`src/rtl/wb_shared_bus_pkg.sv`:
```
// Shared definitions for the Wishbone shared-bus interconnect: bus FSM states and a
// constant-foldable log2 helper used to size grant indices and the watchdog counter.
package wb_shared_bus_pkg;

    typedef enum logic {
        IDLE    = 1'b0,
        GRANTED = 1'b1
    } bus_state_t;

    function automatic int clog2(input int value);
        int r;
        r = 0;
        while ((1 << r) < value) begin
            r = r + 1;
        end
        return r;
    endfunction

endpackage

```
`src/rtl/wb_rr_arbiter.sv`:
```
// Round-robin request picker: one-hot grant for the first requester after last_grant.
// Latency: combinational. Backpressure: none, the caller registers the result.
// Grant is all-zero when no request is present.
module wb_rr_arbiter
    import wb_shared_bus_pkg::*;
#(
    parameter int NM  = 3,
    parameter int LGW = (NM > 1) ? clog2(NM) : 1
) (
    input  logic [NM-1:0]  req,
    input  logic [LGW-1:0] last_grant,
    output logic [NM-1:0]  grant
);

    logic [NM-1:0] hi;
    logic [NM-1:0] lo;

    // Scanning downward leaves the lowest qualifying index in each half.
    always_comb begin
        hi = '0;
        lo = '0;
        for (int m = NM - 1; m >= 0; m--) begin
            if (req[m] && (LGW'(m) > last_grant)) begin
                hi    = '0;
                hi[m] = 1'b1;
            end
            if (req[m] && (LGW'(m) <= last_grant)) begin
                lo    = '0;
                lo[m] = 1'b1;
            end
        end
        grant = (|hi) ? hi : lo;
    end

endmodule

```
`src/rtl/wb_shared_bus.sv`:
```
// N-master/M-slave Wishbone classic shared bus with round-robin arbitration, mask/base decode,
// unmapped-address error responder and watchdog. Latency: 1 cycle arbitration, data path combinational.
// Backpressure: masters stall on their own stb until ack/err; one idle bubble between bus owners.
module wb_shared_bus
    import wb_shared_bus_pkg::*;
#(
    parameter int NM = 3,
    parameter int NS = 5,
    parameter int AW = 32,
    parameter int DW = 32,
    parameter logic [NS*AW-1:0] SLAVE_BASE = {32'h30FF_FD00, 32'h30FF_FE00, 32'h30FF_FF00,
                                               32'h3000_1000, 32'h3000_0000},
    parameter logic [NS*AW-1:0] SLAVE_MASK = {32'hFFFF_FF00, 32'hFFFF_FF00, 32'hFFFF_FF00,
                                               32'hFFFF_F000, 32'hFFFF_F000},
    parameter int TIMEOUT = 255
) (
    input  logic                 i_clk,
    input  logic                 i_reset,
    input  logic [NM*AW-1:0]     i_m_adr,
    input  logic [NM*DW-1:0]     i_m_dat,
    input  logic [NM*DW/8-1:0]   i_m_sel,
    input  logic [NM-1:0]        i_m_we,
    input  logic [NM-1:0]        i_m_cyc,
    input  logic [NM-1:0]        i_m_stb,
    output logic [DW-1:0]        o_m_dat,
    output logic [NM-1:0]        o_m_ack,
    output logic [NM-1:0]        o_m_err,
    output logic [AW-1:0]        o_s_adr,
    output logic [DW-1:0]        o_s_dat,
    output logic [DW/8-1:0]      o_s_sel,
    output logic                 o_s_we,
    output logic [NS-1:0]        o_s_cyc,
    output logic [NS-1:0]        o_s_stb,
    input  logic [NS*DW-1:0]     i_s_dat,
    input  logic [NS-1:0]        i_s_ack,
    output logic [NM-1:0]        o_grant,
    output logic                 o_timeout
);

    localparam int SW  = DW / 8;
    localparam int LGW = (NM > 1) ? clog2(NM) : 1;
    localparam int SIW = (NS > 1) ? clog2(NS) : 1;
    localparam int CW  = (TIMEOUT > 0) ? clog2(TIMEOUT + 1) : 1;

    bus_state_t     state_q, state_d;
    logic [NM-1:0]  grant_q, grant_d;
    logic [LGW-1:0] gidx_q, gidx_d;
    logic [LGW-1:0] last_q, last_d;
    logic [CW-1:0]  wd_q, wd_d;
    logic           err_q, err_d;

    logic [NM-1:0]  arb_grant;
    logic [LGW-1:0] arb_idx;

    logic [AW-1:0]  adr_g;
    logic [DW-1:0]  dat_g;
    logic [SW-1:0]  sel_g;
    logic           we_g, cyc_g, stb_g;
    logic           granted, active;
    logic           hit_any;
    logic [SIW-1:0] sidx;
    logic [NS-1:0]  s_onehot;
    logic           s_ack_sel;
    logic [DW-1:0]  s_dat_sel;
    logic           wd_fire, err_out;

    wb_rr_arbiter #(.NM(NM), .LGW(LGW)) u_arb (
        .req        (i_m_cyc),
        .last_grant (last_q),
        .grant      (arb_grant)
    );

    always_comb begin
        arb_idx = '0;
        for (int m = 0; m < NM; m++) begin
            if (arb_grant[m]) arb_idx = LGW'(m);
        end
    end

    // Granted master's request, selected by the registered index.
    always_comb begin
        adr_g = '0;
        dat_g = '0;
        sel_g = '0;
        we_g  = 1'b0;
        cyc_g = 1'b0;
        stb_g = 1'b0;
        for (int m = 0; m < NM; m++) begin
            if (gidx_q == LGW'(m)) begin
                adr_g = i_m_adr[m*AW +: AW];
                dat_g = i_m_dat[m*DW +: DW];
                sel_g = i_m_sel[m*SW +: SW];
                we_g  = i_m_we[m];
                cyc_g = i_m_cyc[m];
                stb_g = i_m_stb[m];
            end
        end
    end

    // Lowest-numbered matching slave wins on overlapping windows.
    always_comb begin
        hit_any  = 1'b0;
        sidx     = '0;
        s_onehot = '0;
        for (int k = NS - 1; k >= 0; k--) begin
            if ((adr_g & SLAVE_MASK[k*AW +: AW]) == SLAVE_BASE[k*AW +: AW]) begin
                hit_any     = 1'b1;
                sidx        = SIW'(k);
                s_onehot    = '0;
                s_onehot[k] = 1'b1;
            end
        end
    end

    always_comb begin
        s_ack_sel = 1'b0;
        s_dat_sel = '0;
        for (int k = 0; k < NS; k++) begin
            if (sidx == SIW'(k)) begin
                s_ack_sel = i_s_ack[k];
                s_dat_sel = i_s_dat[k*DW +: DW];
            end
        end
    end

    assign granted = (state_q == GRANTED);
    assign active  = granted && cyc_g && stb_g;
    // A slave ack in the expiry cycle takes precedence over the watchdog.
    assign wd_fire = (TIMEOUT != 0) && active && hit_any && !s_ack_sel
                     && (wd_q == CW'(TIMEOUT - 1));
    assign err_out = granted && (err_q || wd_fire);

    assign o_grant   = grant_q;
    assign o_m_ack   = (granted && hit_any && s_ack_sel) ? grant_q : '0;
    assign o_m_err   = err_out ? grant_q : '0;
    assign o_m_dat   = (granted && hit_any) ? s_dat_sel : '0;
    assign o_s_adr   = granted ? adr_g : '0;
    assign o_s_dat   = granted ? dat_g : '0;
    assign o_s_sel   = granted ? sel_g : '0;
    assign o_s_we    = granted && we_g;
    assign o_s_cyc   = (granted && cyc_g && !err_out) ? s_onehot : '0;
    assign o_s_stb   = (active && !err_out) ? s_onehot : '0;
    assign o_timeout = wd_fire;

    always_comb begin
        state_d = state_q;
        grant_d = grant_q;
        gidx_d  = gidx_q;
        last_d  = last_q;
        case (state_q)
            IDLE: begin
                if (|i_m_cyc) begin
                    state_d = GRANTED;
                    grant_d = arb_grant;
                    gidx_d  = arb_idx;
                    last_d  = arb_idx;
                end
            end
            GRANTED: begin
                if (!cyc_g) begin
                    state_d = IDLE;
                    grant_d = '0;
                end
            end
            default: begin
                state_d = IDLE;
                grant_d = '0;
            end
        endcase
    end

    always_comb begin
        err_d = active && !hit_any && !err_q;
        if ((TIMEOUT == 0) || !active || !hit_any || s_ack_sel || err_out)
            wd_d = '0;
        else
            wd_d = wd_q + CW'(1);
    end

    always_ff @(posedge i_clk) begin
        if (i_reset) begin
            state_q <= IDLE;
            grant_q <= '0;
            gidx_q  <= '0;
            last_q  <= LGW'(NM - 1);
            wd_q    <= '0;
            err_q   <= 1'b0;
        end else begin
            state_q <= state_d;
            grant_q <= grant_d;
            gidx_q  <= gidx_d;
            last_q  <= last_d;
            wd_q    <= wd_d;
            err_q   <= err_d;
        end
    end

endmodule

```
`config.mk`:
```
export PLATFORM = sky130hd
export DESIGN_NAME = wb_shared_bus
export DESIGN_NICKNAME = d
export VERILOG_FILES = /design/src/rtl/wb_shared_bus_pkg.sv /design/src/rtl/wb_rr_arbiter.sv /design/src/rtl/wb_shared_bus.sv
export SDC_FILE = /design/constraint.sdc
export NUM_CORES = 1
export LEC_CHECK = 0
export ABC_AREA = 1
export CAP_MARGIN = 20
export CORE_AREA = 2 2 193 195
export DETAILED_ROUTE_END_ITERATION = 12
export DIE_AREA = 0 0 195 197
export GPL_TIMING_DRIVEN = 0
export PLACE_DENSITY = 0.48
export SLEW_MARGIN = 25
export SYNTH_ARGS = -nofsm -noshare
export SYNTH_HDL_FRONTEND = slang
export SYNTH_SLANG_ARGS = --single-unit
```
`constraint.sdc`:
```
create_clock -name i_clk -period 3.6 [get_ports i_clk]
set_input_delay 0.72 -clock i_clk [delete_from_list [all_inputs] [get_ports i_clk]]
set_output_delay 0.72 -clock i_clk [all_outputs]
set_load 0.03 [all_outputs]
```
==> results.md <==
- Post-Syn Area per Cell: a little under 5 sq um
- Final hold vios: 0
- Endpoint type of the worst setup path: output port
- CP Class: register to output port
- Comb power frac: between 70% and 80%
- Max-slew headroom: between 50% and 60%
- Final setup fails: 9
- Gpl congestion: around 0.92
- Min-delay worst type: register to register
- Met1 Use GR: 23.6%
- Std cell rows: 70
- Seq pwr share: around a tenth
- Vias post-DR: 9,111
- Initial antenna violation count: 6
- Final min period: 3.65 ns
- Design Area, Final: about 0.013 sq mm
- Setup WS post-layout: -0.0484 ns
- RSZ-0062 raised after global routing: yes
- Syn. warnings: 0
- Core box area: roughly 0.036 sq mm
- Share of layout cells above drive strength 1: around a quarter
- Vias in the first global route: roughly 9.1k
- DP Worst Slack: -1.11 ns
- Post-Syn Instances: roughly 1.1k
- Status: finished with violations
- Bufs on Longest Clock Path: 2
- Pwr Density: 157 mW/mm^2
- Internal power: around 1.1 mW
- Synth top area share: 24.7%
- Later-pin clock latency in the skew report: 0.24 ns
- Largest net degree at the start of global routing: 12
- Port bufs: ~500
- Met2 Use GR: between 30% and 40%
- Drt first pass iters: 7
- Lkg Pwr: roughly 6.3 nW
- DR WL/cell: around 19 um
- WP data required: 2.88 ns
- CTS clock-pin slew for the worst setup and hold paths: about 0.050 ns
- Die area: a little under 0.04 sq mm
- Post-synth EDFFs: 0
- DP HPWL: a little over 30 mm
- Tightest Pin Transition: between 0.6 and 0.7 ns
- Synthesized flop and latch total: 16
- Slew Viols, Final: 0
- Number of CTS-inserted buffers: 3
- All-Layer GR Usage: a little under a fifth
- First DRT Iteration DRCs: roughly 480
- Chip height: around 200 um
- Routed WL: between 30 and 40 mm
- Post-CTS Hold Buffers: 0
- Number of max-cap violations: 0
- Final Util: 35.0%
- VDD IR max: approximately 0.12 mV
- Syn nets: approximately 1.4k
- Initial Util: around 14%
- Most frequent cell after synthesis: nand2_1
- Grt total ovfl: 0
- Predominant post-synthesis flop cell: dfxtp_1
- Ys async rst share: 0%
- Post-synth top area cell: nand2_1
- # clock sinks: 16
- Layer with the highest usage: met2
- Die X: a little under 200 um
- Fillcell total: 3,979
- Root buf cell: clkbuf_16
- Mapped cell area: a little over 0.005 sq mm
- Violated checks: negative setup slack
- Antenna viol nets, final: 0
- P_sw: ~0.9 mW
- Clk_skew: approximately 0.0014 ns
- Clock power share: 10.4%
- CP Max Fanout: 7
- CTS tree: built
- Maximum clock frequency: between 0.2 and 0.3 GHz
- # IOs: roughly 500
- Crit start category: register
- Top cells by count, synth: nand2_1, nand3_1, inv_1
- Met3 track demand over resource: under 10%
- Nets@finish: around 2.0k
- Layout area overhead: 147%
- H-tree Lvls: 1
- Placed Area: 0.0107 sq mm
- Remaining DRCs: 0
- Top cells by area, synth: nand2_1, nand3_1, inv_1
- Vias per cell: 4.34
- Crit path DAT: ~2.9 ns
- Seq/Total Area, Yosys: 6.23%
- Synth cell types: 35
- Switching Share: approximately 44%
- First-pass GRT wire length: about 56 mm
- Final period util: 101%
[metal layers]
metal  wire length [um]  vias to the layer above
met5                 34                        -
met4                490                        4
met3               2110                       38
met2              19900                      323
met1              16400                     4232
li1                   -                     4514
[path summary, 6_finish.rpt]
kind | from | endpoint | slack, ns | depth (start not counted)
worst max-delay path | gidx_q[1] | o_m_dat[13] | -0.05 | 22
worst min-delay path | err_q | err_q | 0.42 | 1
worst max register to register | gidx_q[1] | wd_q[0] | 0.81 | 22
worst min register to register | err_q | err_q | 0.42 | 1
[layout make-up]
| cell class | instances | area (sq um) | area share, % |
|---|---|---|---|
| repair buffers | 574 | 5750 | 45.3 |
| multi-input cells | 802 | 4680 | 36.9 |
| inverters | 168 | 679 | 5.36 |
| plain buffers | 65 | 589 | 4.65 |
| well taps | 468 | 586 | 4.62 |
| flip-flops and latches | 16 | 323 | 2.54 |
| clock buffers | 3 | 75.1 | 0.592 |
| diodes | 3 | 7.51 | 0.0592 |
[flip-flops by register name, summed over array words and instances, names as in the netlist]
name,count
err_q,1
gidx_q,2
granted,1
last_q,1
o_grant,3
wd_q,8
[cells by family after synthesis]
| logic type | Yosys count | synth area share, % |
|---|---|---|
| fa+ha+maj | 2 | 0.486 |
| simple gates | 682 | 60.1 |
| compound gates | 111 | 13.3 |
| xor+xnor | 6 | 1.02 |
| buf+inv | 233 | 18.8 |
| flops | 16 | 6.23 |
[power by group through the flow]
stage               sequential, mW  clock (mW)  combinational [mW]
floorplan                    0.198           0               0.604
global placement             0.194           0                1.36
detailed placement           0.194           0                1.36
CTS                          0.191       0.214                1.51
global route                 0.193       0.224                1.72
finish                       0.192       0.208                1.60
[timing repair]
action,in CTS,in global routing
resized for setup,590,148
setup endpoints to repair,94,88
buffers inserted,54,11
gates cloned,8,3
pin swaps,84,75
[cell usage in the layout (no fill, tap or decap), types with 27 or more instances in the layout]
master and instances:
clkdlybuf4s50_1 377, nand2_2 45, buf_4 67, nand2_1 290, inv_1 153, nor2_4 29, nor2_1 74, a21oi_1 58
nor2_2 27, buf_6 47, dlygate4sd2_1 69, nand3_1 142
[per-stage QoR]
step	instances	power, mW	hold WS, ns	TNS [ns]
5_1_grt	2099	2.14	0.434	-4.21
2_1_floorplan	1050	0.802	0.398	0
4_1_cts	2082	1.92	0.421	-0.174
3_5_place_dp	2017	1.55	0.422	-49.18
6_report	2099	2.00	0.421	-0.218
3_3_place_gp	2017	1.56	0.409	-49.81
[critical path, cell delays in order (launching register included)]
cell,delay (ns)
dfxtp_2,0.34
buf_12,0.13
nor2_4,0.05
buf_12,0.14
clkbuf_16,0.16
nand2_2,0.08
nand3_4,0.08
inv_2,0.07
nand2_1,0.07
nor2_2,0.15
nand2_4,0.09
nor2_4,0.13
buf_12,0.14
nand2_8,0.06
buf_12,0.14
inv_16,0.08
buf_12,0.11
buf_16,0.10
a21oi_1,0.04
a21oi_1,0.19
o221ai_2,0.11
inv_1,0.07
buf_6,0.13
No activity file was read; power rests on OpenSTA's default activity.
